===== src/rtl/demux_reg_loader_pkg.sv =====
// Shared defaults and slot geometry for the demux register loader and its matching word mux.
package demux_reg_loader_pkg;

  localparam int unsigned DEF_WORD_LEN    = 8;
  localparam int unsigned DEF_OUTPUT_SIZE = 4;
  localparam int unsigned DEF_SEL_LEN     = 2;

  // LSB of slot i in the packed bus; slot 0 occupies the most-significant word.
  function automatic int unsigned slot_lsb(input int unsigned i,
                                           input int unsigned word_len,
                                           input int unsigned output_size);
    return word_len * (output_size - 1 - i);
  endfunction

endpackage


===== src/rtl/demux_reg_loader_slot_decoder.sv =====
// Combinational slot decoder: select + enable -> one-hot write vector and range flag.
module slot_decoder
  import demux_reg_loader_pkg::*;
#(
  parameter int unsigned output_size = DEF_OUTPUT_SIZE,
  parameter int unsigned sel_len     = DEF_SEL_LEN
) (
  input  logic [sel_len-1:0]     sel_i,
  input  logic                   en_i,
  output logic [output_size-1:0] wr_onehot_c,
  output logic                   in_range_c
);

  always_comb begin
    in_range_c  = (32'(sel_i) < output_size);
    wr_onehot_c = '0;
    for (int unsigned i = 0; i < output_size; i++) begin
      wr_onehot_c[i] = en_i && (sel_i == sel_len'(i));
    end
  end

endmodule


===== src/rtl/demux_reg_loader.sv =====
// Registered word demultiplexer with per-slot valid tracking.
// DEMUX_AUTO_INC_EN selects an internal, non-wrapping slot pointer instead of wr_sel.
module demux_reg_loader
  import demux_reg_loader_pkg::*;
#(
  parameter int unsigned word_len    = DEF_WORD_LEN,
  parameter int unsigned output_size = DEF_OUTPUT_SIZE,
  parameter int unsigned sel_len     = DEF_SEL_LEN
) (
  input  logic                            clk,
  input  logic                            rst,
  input  logic                            clear,
  input  logic                            wr_en,
  input  logic [sel_len-1:0]              wr_sel,
  input  logic [word_len-1:0]             din,
  output logic [word_len*output_size-1:0] demux_out,
  output logic [output_size-1:0]          valid,
  output logic                            full,
  output logic                            done,
  output logic                            err
);

  localparam int unsigned BUS_W = word_len * output_size;

  logic [BUS_W-1:0]       data_q, data_d;
  logic [output_size-1:0] valid_q, valid_d;
  logic                   full_q, full_d;
  logic                   done_q, done_d;
  logic                   err_q, err_d;

  logic [sel_len-1:0]     sel_c;
  logic                   en_c;
  logic                   accept_c;
  logic [output_size-1:0] wr_onehot_c;
  logic                   in_range_c;

`ifdef DEMUX_AUTO_INC_EN
  // ptr_end_q marks the pointer as having passed the last slot; no wrap.
  logic [sel_len-1:0] ptr_q, ptr_d;
  logic               ptr_end_q, ptr_end_d;

  assign sel_c = ptr_q;
  assign en_c  = wr_en && !clear && !ptr_end_q;
`else
  assign sel_c = wr_sel;
  assign en_c  = wr_en && !clear;
`endif

  slot_decoder #(
    .output_size(output_size),
    .sel_len    (sel_len)
  ) u_slot_decoder (
    .sel_i      (sel_c),
    .en_i       (en_c),
    .wr_onehot_c(wr_onehot_c),
    .in_range_c (in_range_c)
  );

  assign accept_c = en_c && in_range_c;

  // Next-state: slot writes, clear override, then derived flags and pulses.
  always_comb begin
    data_d  = data_q;
    valid_d = valid_q;
    for (int unsigned i = 0; i < output_size; i++) begin
      if (accept_c && wr_onehot_c[i]) begin
        data_d[slot_lsb(i, word_len, output_size) +: word_len] = din;
        valid_d[i] = 1'b1;
      end
    end
    if (clear) begin
      data_d  = '0;
      valid_d = '0;
    end
    full_d = &valid_d;
    done_d = full_d && !full_q;
    err_d  = wr_en && !clear && !accept_c;
  end

`ifdef DEMUX_AUTO_INC_EN
  always_comb begin
    ptr_d     = ptr_q;
    ptr_end_d = ptr_end_q;
    if (accept_c) begin
      if (ptr_q == sel_len'(output_size - 1)) begin
        ptr_end_d = 1'b1;
      end else begin
        ptr_d = ptr_q + sel_len'(1);
      end
    end
    if (clear) begin
      ptr_d     = '0;
      ptr_end_d = 1'b0;
    end
  end

  always_ff @(posedge clk) begin
    if (rst) begin
      ptr_q     <= '0;
      ptr_end_q <= 1'b0;
    end else begin
      ptr_q     <= ptr_d;
      ptr_end_q <= ptr_end_d;
    end
  end
`endif

  always_ff @(posedge clk) begin
    if (rst) begin
      data_q  <= '0;
      valid_q <= '0;
      full_q  <= 1'b0;
      done_q  <= 1'b0;
      err_q   <= 1'b0;
    end else begin
      data_q  <= data_d;
      valid_q <= valid_d;
      full_q  <= full_d;
      done_q  <= done_d;
      err_q   <= err_d;
    end
  end

  assign demux_out = data_q;
  assign valid     = valid_q;
  assign full      = full_q;
  assign done      = done_q;
  assign err       = err_q;

endmodule


===== config.mk =====
export PLATFORM = sky130hd
export DESIGN_NAME = demux_reg_loader
export DESIGN_NICKNAME = d
export VERILOG_FILES = /design/src/rtl/demux_reg_loader_pkg.sv /design/src/rtl/demux_reg_loader_slot_decoder.sv /design/src/rtl/demux_reg_loader.sv
export SDC_FILE = /design/constraint.sdc
export NUM_CORES = 1
export LEC_CHECK = 0
export CAP_MARGIN = 10
export CORE_MARGIN = 5
export CORE_UTILIZATION = 47
export DETAILED_ROUTE_END_ITERATION = 8
export GPL_TIMING_DRIVEN = 0
export HOLD_SLACK_MARGIN = 0.03
export PLACE_DENSITY = 0.82
export SLEW_MARGIN = 20
export SYNTH_ARGS = -nofsm -noshare
export SYNTH_HDL_FRONTEND = slang
export SYNTH_SLANG_ARGS = --single-unit

===== constraint.sdc =====
create_clock -name clk -period 3.7 [get_ports clk]
set_input_delay 0.74 -clock clk [delete_from_list [all_inputs] [get_ports clk]]
set_output_delay 0.74 -clock clk [all_outputs]
set_load 0.02 [all_outputs]

==> results of run 1 <==
==> power by group <==
group	switching [mW]	internal [mW]	leakage, nW
Sequential	0.00221	0.413	0.307
Clock	0.139	0.0921	0.0353
Combinational	0.0362	0.0317	0.361
Total	0.177	0.537	0.703
==> area by class of cell <==
class	count	area (sq um)	area share
inverters	2	7.507	0.003695
flip-flops and latches	38	760.7	0.3744
well taps	33	41.29	0.02032
clock buffers	7	55.05	0.02709
plain buffers	13	82.58	0.04064
multi-input cells	102	599.3	0.2950
repair buffers	48	480.5	0.2365
clock inverters	1	5.005	0.002463
==> per-stage QoR <==
step / std cells / instance area, sq um
floorplan: 155 / 1450
global placement: 236 / 1972
detailed placement: 236 / 1972
CTS: 244 / 2032
global route: 244 / 2032
finish: 244 / 2032
==> cell usage in the layout, fill, tap and decap left out, types with 2 or more instances in the layout <==
| master | n |
|---|---|
| sky130_fd_sc_hd__a21oi_1 | 17 |
| sky130_fd_sc_hd__buf_2 | 3 |
| sky130_fd_sc_hd__buf_4 | 4 |
| sky130_fd_sc_hd__buf_6 | 2 |
| sky130_fd_sc_hd__clkbuf_1 | 5 |
| sky130_fd_sc_hd__clkbuf_4 | 5 |
| sky130_fd_sc_hd__clkdlybuf4s50_1 | 48 |
| sky130_fd_sc_hd__dfxtp_1 | 38 |
| sky130_fd_sc_hd__inv_1 | 2 |
| sky130_fd_sc_hd__mux2i_1 | 16 |
| sky130_fd_sc_hd__nand2_1 | 32 |
| sky130_fd_sc_hd__nand2b_1 | 2 |
| sky130_fd_sc_hd__nor2_1 | 19 |
| sky130_fd_sc_hd__nor4bb_1 | 2 |
==> logic make-up after synthesis <==
family	count (synthesis)	share of synthesized area
simple gates	63	0.2140
buf+inv	15	0.06212
other cells	1	0.002586
mux	16	0.1104
flops	38	0.5246
compound gates	22	0.08629
==> worst max path at each step <==
stage               from  depth (start not counted)       endpoint
3_5_place_dp         rst                          5  demux_out[18]
2_1_floorplan  wr_sel[1]                          5  demux_out[24]
5_1_grt         valid[3]                          1       valid[3]
3_3_place_gp         rst                          5  demux_out[19]
6_report        valid[3]                          1       valid[3]
4_1_cts         valid[3]                          1       valid[3]
==> per-layer routing <==
metal  vias up  track usage  part of all wire
met1       565       0.2087              0.43
met2        42       0.2996              0.48
li1        621            -                 -
met4         0      0.06995             0.017
met5         -            0                 0
met3         6      0.06154             0.072
==> state kept, by name, summed over array words and instances (netlist names) <==
signal	count
demux_out	32
done	1
valid	4
full	1
==> impl_table.tex, run 1 <==
\begin{tabular}{lr}
\hline
Metric & Value \\
\hline
\multicolumn{2}{l}{\textbf{Finish}} \\
Final core utilization & 0.6767 \\
Layout overhead on the synthesized area & 40.12\% \\
Nets@finish & 224 \\
Ant diodes & 0 \\
Share of post-route cells with drive strength above 1 & 0.09479 \\
Count of filler cells inserted in the layout & 248 \\
\multicolumn{2}{l}{\textbf{Drt}} \\
Vias per inst & between 5 and 6 \\
DR pass1 iterations & 4 \\
Overall via count from detail\_route & 1,234 \\
Detail-routed net length per standard cell & around 14 um \\
Iteration-0 DRC count of the detailed router & 44 \\
Remaining design rule violation count & 0 \\
Detailed Route WL & 3.527 mm \\
Post-detailed-route count of antenna-violating nets & 0 \\
\multicolumn{2}{l}{\textbf{Worst setup path}} \\
Crit path arrival time & 1.36 ns \\
Crit path buf inv count & 1 \\
Gate family responsible for the most delay along the worst path & buffers and inverters \\
Worst-path cell with the longest stage delay & sky130\_fd\_sc\_hd\_\_clkdlybuf4s50\_1 \\
Classification of the worst setup path & reg2out \\
Worst Path Max Fanout & 4 \\
Cells along the critical path & clkdlybuf4s50\_1 \\
Critical Path Source Type & register \\
Max incr delay on CP & 0.62 ns \\
Required time at the worst-slack endpoint & 2.96 ns \\
Worst reg-to-reg setup slack & 2.73 ns \\
Capture point of the worst reg-to-reg path & done \\
Startpoint of the worst register-to-register path & valid[3] \\
R2R depth & 3 \\
Critical Path Sink Type & output port \\
\multicolumn{2}{l}{\textbf{Yosys}} \\
Synth async-reset ratio & 0 \\
Most common cell in the netlist & sky130\_fd\_sc\_hd\_\_dfxtp\_1 \\
Ys flop type & sky130\_fd\_sc\_hd\_\_dfxtp\_1 \\
Syn Std Cell Area & 1450 sq um \\
Post-synthesis average cell area & 9.356 sq um \\
Number of enable-type register cells in the synthesized netlist & 0 \\
Distinct cells, synth & 26 \\
Count of yosys warnings during synthesis & 0 \\
Synth top cells by count & sky130\_fd\_sc\_hd\_\_dfxtp\_1 (38), sky130\_fd\_sc\_hd\_\_nand2\_1 (32), sky130\_fd\_sc\_hd\_\_nor2\_1 (19) \\
Library cell with the largest summed area after synthesis & sky130\_fd\_sc\_hd\_\_dfxtp\_1 \\
Ranking of synthesized cells by area & sky130\_fd\_sc\_hd\_\_dfxtp\_1 (52\%), sky130\_fd\_sc\_hd\_\_mux2i\_1 (11\%), sky130\_fd\_sc\_hd\_\_nand2\_1 (8.3\%), sky130\_fd\_sc\_hd\_\_a21oi\_1 (5.9\%), sky130\_fd\_sc\_hd\_\_nor2\_1 (4.9\%) \\
Fraction of post-synthesis cell area in the top cell type by area & 0.5246 \\
Synthesized Nets & roughly 170 \\
Synth Instances & 155 \\
Number of storage elements in the synthesis netlist & 38 \\
Sequential element share of the synthesized area & 0.5246 \\
\multicolumn{2}{l}{\textbf{Power}} \\
Peak supply drop & 0.0002650 V \\
Post-layout power & 0.7141 mW \\
Leak Pwr & 0.7027 nW \\
Power per cell area & roughly 350 nW/um\^{}2 \\
\multicolumn{2}{l}{\textbf{Placement}} \\
Setup Slack @ Placement & 1.401 ns \\
Half-perimeter wire length after placement & 2.633 mm \\
Count of buffers inserted at the top-level ports & 48 \\
Routability-driven placement congestion ratio & 0.7832 \\
\multicolumn{2}{l}{\textbf{Job}} \\
Number of maximum-capacitance violations & 0 \\
\multicolumn{2}{l}{\textbf{Hold path}} \\
End point of the worst hold path & demux\_out[25] \\
Hold crit path type & reg2reg \\
Hold Path Depth & 2 \\
Worst min-delay path startpoint & demux\_out[25] \\
\multicolumn{2}{l}{\textbf{Clocking}} \\
Num CTS Buffers & 5 \\
Buffer levels on the longest clock path & 2 \\
Clock tree from TritonCTS & done \\
Clock tree sinks & 38 \\
Number of setup buffers added after CTS & 0 \\
Clock root cell & sky130\_fd\_sc\_hd\_\_clkbuf\_4 \\
Clock transition at the registers of the reported paths & 0.11 ns \\
Clock network latency to the later pin of the worst-skew pair & between 0.3 and 0.4 ns \\
CTS hold repair buffers & 0 \\
Post-CTS resize count & 0 \\
Max H-tree Level & 2 \\
\multicolumn{2}{l}{\textbf{Floorplan}} \\
Core footprint & between 3000 and 4000 sq um \\
Die X-Extent & 65.55 um \\
Row count & 20 \\
Die footprint & roughly 4300 sq um \\
Starting density of the core & 0.4829 \\
Die extent in y & approximately 66 um \\
I/O pin count & 53 \\
\multicolumn{2}{l}{\textbf{STA}} \\
Clock tree skew after final layout & 0.001705 ns \\
RSZ-0062 raised after global routing & false \\
Setup TNS after final layout & 0 ns \\
Minimum clock period & $\sim$2.1 ns \\
Hold Vio Cnt, Final & 0 \\
Worst Setup Slack, final & approximately 1.6 ns \\
Number of max-slew violations in the final report & 0 \\
Share of the cycle needed by the critical path after routing & 0.5669 \\
Fmax & approximately 480 MHz \\
Final count of negative-setup-slack endpoints & 0 \\
Hold Slack & 0.4643 ns \\
\multicolumn{2}{l}{\textbf{GRT}} \\
Overall fraction of global-route tracks in use & 0.1789 \\
Total grt overflow & 0 \\
Global-route wire length before repair & 5.830 mm \\
Largest net degree at the start of global routing & 12 \\
Number of global-route vias before repair & 1,299 \\
Initial antenna violation count & 0 \\
\multicolumn{2}{l}{\textbf{Run status}} \\
Run status & completed \\
\hline
\end{tabular}
No activity file was read; power rests on OpenSTA's default activity.
==> run 2, diff against run 1 <==
Settings changed: CORE_UTILIZATION 47 to 43, PLACE_DENSITY 0.82 to 0.76.
Clock period 3.7 ns to 2.1 ns, I/O delays scaled along.
==> impl_table.tex, run 2 (synthesis results as in run 1) <==
\begin{tabular}{lr}
\hline
Metric & Value \\
\hline
\multicolumn{2}{l}{\textbf{Power}} \\
Net switching power & 0.2971 mW \\
Power per cell area & 606.6 nW/um\^{}2 \\
Portion of total power attributed to sequential cells & 0.588 \\
Leak Pwr & 0.7027 nW \\
Peak supply drop & 0.0004457 V \\
Switching portion of total power & 0.2392 \\
Clock network power share & 0.315 \\
Share of power burned in combinational logic & 0.096 \\
Internal power & 0.9452 mW \\
\multicolumn{2}{l}{\textbf{STA}} \\
Fmax & 564.4 MHz \\
Number of max-slew violations in the final report & 0 \\
Setup TNS after final layout & 0 ns \\
Minimum clock period & 1.772 ns \\
Final count of negative-setup-slack endpoints & 0 \\
Hold Slack & 0.4292 ns \\
Worst Setup Slack, final & 0.3283 ns \\
RSZ-0062 raised after global routing & false \\
Share of the cycle needed by the critical path after routing & 0.8437 \\
Hold Vio Cnt, Final & 0 \\
Clock tree skew after final layout & 0.002284 ns \\
\multicolumn{2}{l}{\textbf{Worst setup path}} \\
Crit path arrival time & roughly 1.4 ns \\
Critical Path Sink Type & output port \\
Startpoint of the worst register-to-register path & valid[3] \\
Crit path buf inv count & 1 \\
Gate family responsible for the most delay along the worst path & buffers and inverters \\
Worst Path Max Fanout & 4 \\
Critical Path Source Type & register \\
Max incr delay on CP & 0.62 ns \\
Required time at the worst-slack endpoint & approximately 1.7 ns \\
Worst reg-to-reg setup slack & 1.14 ns \\
R2R depth & 3 \\
Classification of the worst setup path & reg2out \\
Capture point of the worst reg-to-reg path & done \\
Cells along the critical path & clkdlybuf4s50\_1 \\
Worst-path cell with the longest stage delay & sky130\_fd\_sc\_hd\_\_clkdlybuf4s50\_1 \\
\multicolumn{2}{l}{\textbf{Hold path}} \\
Hold Path Depth & 4 \\
End point of the worst hold path & demux\_out[26] \\
Hold crit path type & in2reg \\
Worst min-delay path startpoint & wr\_sel[0] \\
\multicolumn{2}{l}{\textbf{Placement}} \\
Placed instance area & 1988 sq um \\
Setup Slack @ Placement & 0.1188 ns \\
Routability-driven placement congestion ratio & slightly below 0.8 \\
Half-perimeter wire length after placement & $\sim$2.7 mm \\
Count of buffers inserted at the top-level ports & 48 \\
\multicolumn{2}{l}{\textbf{Finish}} \\
Share of post-route cells with drive strength above 1 & 0.09479 \\
Top library cells by usage in the layout, fill and taps aside & sky130\_fd\_sc\_hd\_\_clkdlybuf4s50\_1 (48), sky130\_fd\_sc\_hd\_\_dfxtp\_1 (38), sky130\_fd\_sc\_hd\_\_nand2\_1 (32) \\
Max reg flops & 32 \\
Ant diodes & 0 \\
Most frequent standard cell in the layout excluding fill and tap cells & sky130\_fd\_sc\_hd\_\_clkdlybuf4s50\_1 \\
Nets@finish & 224 \\
Layout overhead on the synthesized area & 41.24\% \\
Final design instance area without fill & about 2000 sq um \\
\multicolumn{2}{l}{\textbf{Drt}} \\
Iteration-0 DRC count of the detailed router & 53 \\
Remaining design rule violation count & 0 \\
Overall via count from detail\_route & around 1,300 \\
Vias per inst & 4.903 \\
Detailed Route WL & 3.607 mm \\
Detail-routed net length per standard cell & 14.04 um \\
Post-detailed-route count of antenna-violating nets & 0 \\
DR pass1 iterations & 5 \\
\multicolumn{2}{l}{\textbf{Clocking}} \\
Clock tree from TritonCTS & done \\
Clock tree sinks & 38 \\
Buffer levels on the longest clock path & 2 \\
Clock transition at the registers of the reported paths & 0.11 ns \\
Clock network latency to the later pin of the worst-skew pair & 0.34 ns \\
Clock root cell & sky130\_fd\_sc\_hd\_\_clkbuf\_4 \\
Num CTS Buffers & 5 \\
CTS hold repair buffers & 0 \\
Max H-tree Level & 2 \\
Number of setup buffers added after CTS & 0 \\
Post-CTS resize count & 0 \\
\multicolumn{2}{l}{\textbf{Floorplan}} \\
Die X-Extent & $\sim$68 um \\
I/O pin count & 53 \\
Row count & 21 \\
Die footprint & 4634 sq um \\
Core footprint & between 3000 and 4000 sq um \\
Starting density of the core & 0.4380 \\
Die extent in y & about 68 um \\
\multicolumn{2}{l}{\textbf{GRT}} \\
Total grt overflow & 0 \\
Overall fraction of global-route tracks in use & 0.1707 \\
Largest net degree at the start of global routing & 12 \\
Initial antenna violation count & 0 \\
Number of global-route vias before repair & $\sim$1,300 \\
Global-route wire length before repair & 5.775 mm \\
\multicolumn{2}{l}{\textbf{Run status}} \\
Run status & completed \\
\multicolumn{2}{l}{\textbf{Job}} \\
Number of maximum-capacitance violations & 0 \\
\hline
\end{tabular}
==> run 2: cell counts in the layout (fill, tap and decap cells not counted) <==
Identical to the previous run, type by type.
==> run 2: final cells by class <==
type,instances,area [sq um]
buffer,13,82.58
multi-input combinational,102,599.3
sequential,38,760.7
clock inverter,1,5.005
fill,296,1262
inverter,2,7.507
timing repair buffer,48,480.5
clock buffer,7,55.05
tap,46,57.56
==> run 2: stage by stage <==
| stage | util | total power [mW] | std cells |
|---|---|---|---|
| detailed placement | 0.6005 | 0.8676 | 249 |
| global placement | 0.6005 | 0.8644 | 249 |
| global route | 0.6187 | 1.298 | 257 |
| CTS | 0.6187 | 1.257 | 257 |
| finish | 0.6187 | 1.242 | 257 |
| floorplan | - | 0.8133 | 155 |
==> run 2: worst max path at each step <==
stage	startpoint	endpoint	depth (start not counted)
after global routing	valid[3]	valid[3]	1
after global placement	rst	demux_out[16]	5
after CTS	valid[3]	valid[3]	1
after detailed placement	rst	demux_out[14]	5
after floorplan	wr_sel[1]	demux_out[24]	5
final	valid[3]	valid[3]	1
==> run 2: layer usage <==
metal | track usage | routed length, um | vias up
li1 | - | - | 623
met1 | 0.1913 | 1514 | 581
met2 | 0.2780 | 1679 | 48
met3 | 0.09195 | 369 | 8
met4 | 0.05211 | 44 | 0
met5 | 0 | 0 | -
==> run 2: worst register-to-register path, cell delays in order (launching register included) <==
cell and delay (ns):
sky130_fd_sc_hd__dfxtp_1 0.35, sky130_fd_sc_hd__a31o_2 0.22, sky130_fd_sc_hd__a32oi_1 0.20, sky130_fd_sc_hd__nor4b_1 0.08
==> run 2: power groups by stage <==
stage,registers (mW),logic (mW),clock network [mW]
global placement,0.747,0.117,0
CTS,0.731,0.121,0.405
finish,0.731,0.120,0.391
floorplan,0.756,0.0576,0
detailed placement,0.748,0.120,0
global route,0.732,0.130,0.436
==> RTL change 1 (config.mk and constraints of run 2) <==
Add a define of `DEMUX_AUTO_INC_EN`.
--- a/src/rtl/demux_reg_loader.sv
+++ b/src/rtl/demux_reg_loader.sv
@@ -1,5 +1,7 @@
 // Registered word demultiplexer with per-slot valid tracking.
 // DEMUX_AUTO_INC_EN selects an internal, non-wrapping slot pointer instead of wr_sel.
+`define DEMUX_AUTO_INC_EN
+
 module demux_reg_loader
   import demux_reg_loader_pkg::*;
 #(
Behaviour: not the same (Yosys sat finds a counterexample within 4 cycles, from zero or initial values and one cycle with rst high).
==> RTL change 1 against run 2 <==
- synthesized area increased by 13%
- sequential power up 11%
- largest power group unchanged
- hold slack worse by 5.2 ps
- highest routed layer unchanged
- total power grew 17%
- sequential cell count increased by 4
- routed wire length grew 11%
- final area is 12% higher
- critical endpoint is now valid[2]
- setup slack improved by 56 ps
- count of clock-buffer cells in the layout unchanged
==> RTL change 1: results (changes against run 2) <==
| Metric | Value |
|---|---|
| Status | `finished, final reports clean` |
| Critical R2R Launch | `ptr_q[0]$_SDFFE_PP0P_` |
| DP Cell Count | `277 (+11%)` |
| Largest net degree at the start of global routing | `13 (+1)` |
| Max VDD drop | `420 uV (-5.7%)` |
| Syn Inst Count | `179 (+15%)` |
| GRT Total Usage | `16.6% (-0.46 points)` |
| CP Capture Point | `valid[2]` |
| Worst-skew pair later-pin latency | `290 ps (-50 ps)` |
| Placer Congestion | `0.710 (-10%)` |
| Vias in the first global route | `1410 (+12%)` |
| HP Class | `reg2reg` |
| Reg2reg path depth | `6 (+3)` |
| Nets | `254 (+13%)` |
| Final HPWL DP | `2.91 mm (+5.8%)` |
| Port bufs | `50 (+4.2%)` |
| Most frequent cells after synthesis | `42 x dfxtp_1, 24 x nand2_1, 24 x nand3_1` |
| WP data arrival | `1300 ps (-50 ps)` |
| Met2 WL | `1.80 mm (+7.0%)` |
| DR WL/cell | `14.1 um (+0.50%)` |
| Sequential area share after synthesis | `51.5% (-0.96 points)` |
| Routed vias/inst | `5.11 (+4.2%)` |
| Clock transition at path regs | `80 ps (-30 ps)` |
| Fmax | `0.583 GHz (+3.3%)` |
| Worst slack at placement | `162 ps (+43.1 ps)` |
| DR iter-0 viols | `129 (+140%)` |
| R2r setup slk | `630 ps (-510 ps)` |
| Placed Area | `2190 um2 (+10%)` |
| CP max FO | `3 (-1)` |
| Met1 WL | `1.87 mm (+23%)` |
| Synth cell types | `29 (+12%)` |
| Setup Skew | `7.06 ps (+4.78 ps)` |
| WL met3 | `278 um (-25%)` |
| Start point of the critical path | `valid[2]$_SDFF_PP0_` |
| First-pass GRT wire length | `6.55 mm (+13%)` |
| Leak | `0.812 nW (+16%)` |
==> RTL change 1: cell types whose count changed in the layout (fill, tap and decap cells not counted), moves of 4 or more <==
cell / before / now
mux2i_1: 16 / 9
a21oi_1: 17 / 2
clkbuf_8: 1 / 6
nand3_1: 0 / 24
buf_2: 3 / 7
nand2_1: 32 / 24
ha_1: 0 / 4
dfxtp_1: 38 / 42
clkbuf_4: 5 / 0
o21ai_0: 0 / 22
==> RTL change 1: layer usage <==
layer	vias to the layer above	track usage [%]
met5	-	0
met4	0	8.77
li1	721	-
met3	5	4.21
met1	668	20.4
met2	62	26.6
==> RTL change 1: where the power goes <==
group          internal (mW)  switching, mW  total [mW]
Combinational         0.0502         0.0637       0.114
Clock                  0.265          0.268       0.533
Sequential             0.803        0.00499       0.808
Total                   1.12          0.337        1.46
==> RTL change 1: kinds of logic after synthesis <==
kind of cell / count (synthesis) / share of synthesized area, %
simple gates: 77 / 22.7
flops: 42 / 51.5
compound gates: 29 / 10.2
buf+inv: 17 / 6.51
mux: 9 / 5.52
fa+ha+maj: 4 / 3.07
xor+xnor: 1 / 0.536
==> RTL change 1: how the worst min path moves through the flow <==
stage / endpoint / depth (start not counted) / start
after detailed placement: done$_SDFF_PP0_ / 1 / full$_SDFF_PP0_
after floorplan: ptr_q[1]$_SDFFE_PP0P_ / 2 / ptr_q[1]$_SDFFE_PP0P_
after global routing: done$_SDFF_PP0_ / 1 / full$_SDFF_PP0_
final: done$_SDFF_PP0_ / 1 / full$_SDFF_PP0_
after global placement: done$_SDFF_PP0_ / 1 / full$_SDFF_PP0_
after CTS: done$_SDFF_PP0_ / 1 / full$_SDFF_PP0_
==> RTL change 1: layout make-up <==
class	instances	area (um2)
clock inverters	1	5.00
well taps	48	60.1
inverters	3	11.3
fillers	341	1380
repair buffers	50	500
multi-input cells	120	686
flip-flops and latches	42	841
plain buffers	14	95.1
clock buffers	7	86.3
==> RTL change 2 (config.mk and constraints of run 2) <==
Made on the original files. Take the reset off `data_q` and load it in a clocked block of its own.
--- a/src/rtl/demux_reg_loader.sv
+++ b/src/rtl/demux_reg_loader.sv
@@ -107,18 +107,20 @@
 
   always_ff @(posedge clk) begin
     if (rst) begin
-      data_q  <= '0;
       valid_q <= '0;
       full_q  <= 1'b0;
       done_q  <= 1'b0;
       err_q   <= 1'b0;
     end else begin
-      data_q  <= data_d;
       valid_q <= valid_d;
       full_q  <= full_d;
       done_q  <= done_d;
       err_q   <= err_d;
     end
+  end
+
+  always_ff @(posedge clk) begin
+    data_q <= data_d;
   end
 
   assign demux_out = data_q;
Check against the original RTL: not equivalent (Yosys sat finds a counterexample within 4 cycles, from zero or initial values and one cycle with rst high).
==> RTL change 2 against run 2 <==
- sequential power grew 3%
- total power grew 11%
- die area is 1.6% lower
- register-to-register slack worse by 50 ps
- sequential cell count unchanged
- setup slack worse by 18 ps
- final area about the same
- combinational power up 37%
- synthesized area down 1.9%
- routed wire length fell by 0.30%
- non-clock buffer count shrank 1
- critical endpoint unchanged
- highest routed layer unchanged
==> RTL change 2: results (changes against run 2) <==
| Metric | Value |
|---|---|
| Status | `finished, final reports clean` |
| Sw Share | `24.1% (+0.20 points)` |
| Seq group | `0.750 mW (+3%)` |
| GRT Total Usage | `17.3% (+0.23 points)` |
| R2r setup slk | `1090 ps (-50 ps)` |
| Top cells by area, synth | `dfxtp_1 53%, nand2_1 13%, o21ai_0 6.0%` |
| Sequential area share after synthesis | `53.5% (+1.0 points)` |
| Gate power share | `11.9% (+2.3 points)` |
| HP Class | `reg2reg` |
| Most frequent cells after synthesis | `48 x nand2_1, 38 x dfxtp_1, 17 x o21ai_0` |
| DR WL/cell | `13.8 um (-1.5%)` |
| Synth cell types | `25 (-3.8%)` |
| Port bufs | `49 (+2.1%)` |
| Final HPWL DP | `2.71 mm (-1.5%)` |
| Worst r2r dst | `full$_SDFF_PP0_` |
| Syn avg cell area | `8.95 um2 (-4.4%)` |
| Resize count post-CTS | `0 (unchanged)` |
| Layout cells sized above 1 | `11.6% (+2.1 points)` |
| Setup Skew | `0.202 ps (-2.08 ps)` |
| Vias in the first global route | `1270 (+0.47%)` |
| DR iter-0 viols | `90 (+70%)` |
| DP Cell Count | `252 (+1.2%)` |
| HP Start | `full$_SDFF_PP0_` |
| Post-Syn Nets | `173 (+2.4%)` |
| WP data arrival | `1370 ps (+20 ps)` |
| Multiplexer share of the synthesized area | `5.63% (-5.4 points)` |
| Hold path endpoint | `done$_SDFF_PP0_` |
| Leak | `0.742 nW (+5.6%)` |
| Hold depth | `1 (-3)` |
| Drt first pass iters | `4 (-1)` |
| Post-synthesis compound-gate area fraction | `11.6% (+3.0 points)` |
| Int Pwr | `1.04 mW (+11%)` |
| Max VDD drop | `535 uV (+20%)` |
| Non-Filler Instances | `260 (+1.2%)` |
| Nets | `229 (+2.2%)` |
-- RTL change 2: metrics by stage --
step	hold WS (ps)	setup WS [ps]	utilization, %	instance area, um2
after floorplan	492	761	-	1420
after global placement	430	227	63.4	1970
after detailed placement	437	190	63.4	1970
after CTS	447	292	66.0	2050
after global routing	458	246	66.0	2050
final	452	310	66.0	2050
-- RTL change 2: metal layers --
metal / vias up / track usage [%] / wire length [um]
met1: 593 / 21.1 / 1660
met3: 6 / 7.32 / 282
li1: 634 / - / -
met4: 0 / 5.06 / 36
met2: 46 / 27.7 / 1620
met5: - / 0 / 0
-- RTL change 2: final cells by class --
type | count | area (um2) | share of cell area, %
multi-input combinational | 108 | 572 | 27.9
inverter | 2 | 7.51 | 0.367
clock buffer | 8 | 78.8 | 3.85
buffer | 11 | 82.6 | 4.03
tap | 44 | 55.1 | 2.69
sequential | 38 | 761 | 37.2
timing repair buffer | 49 | 490 | 24.0
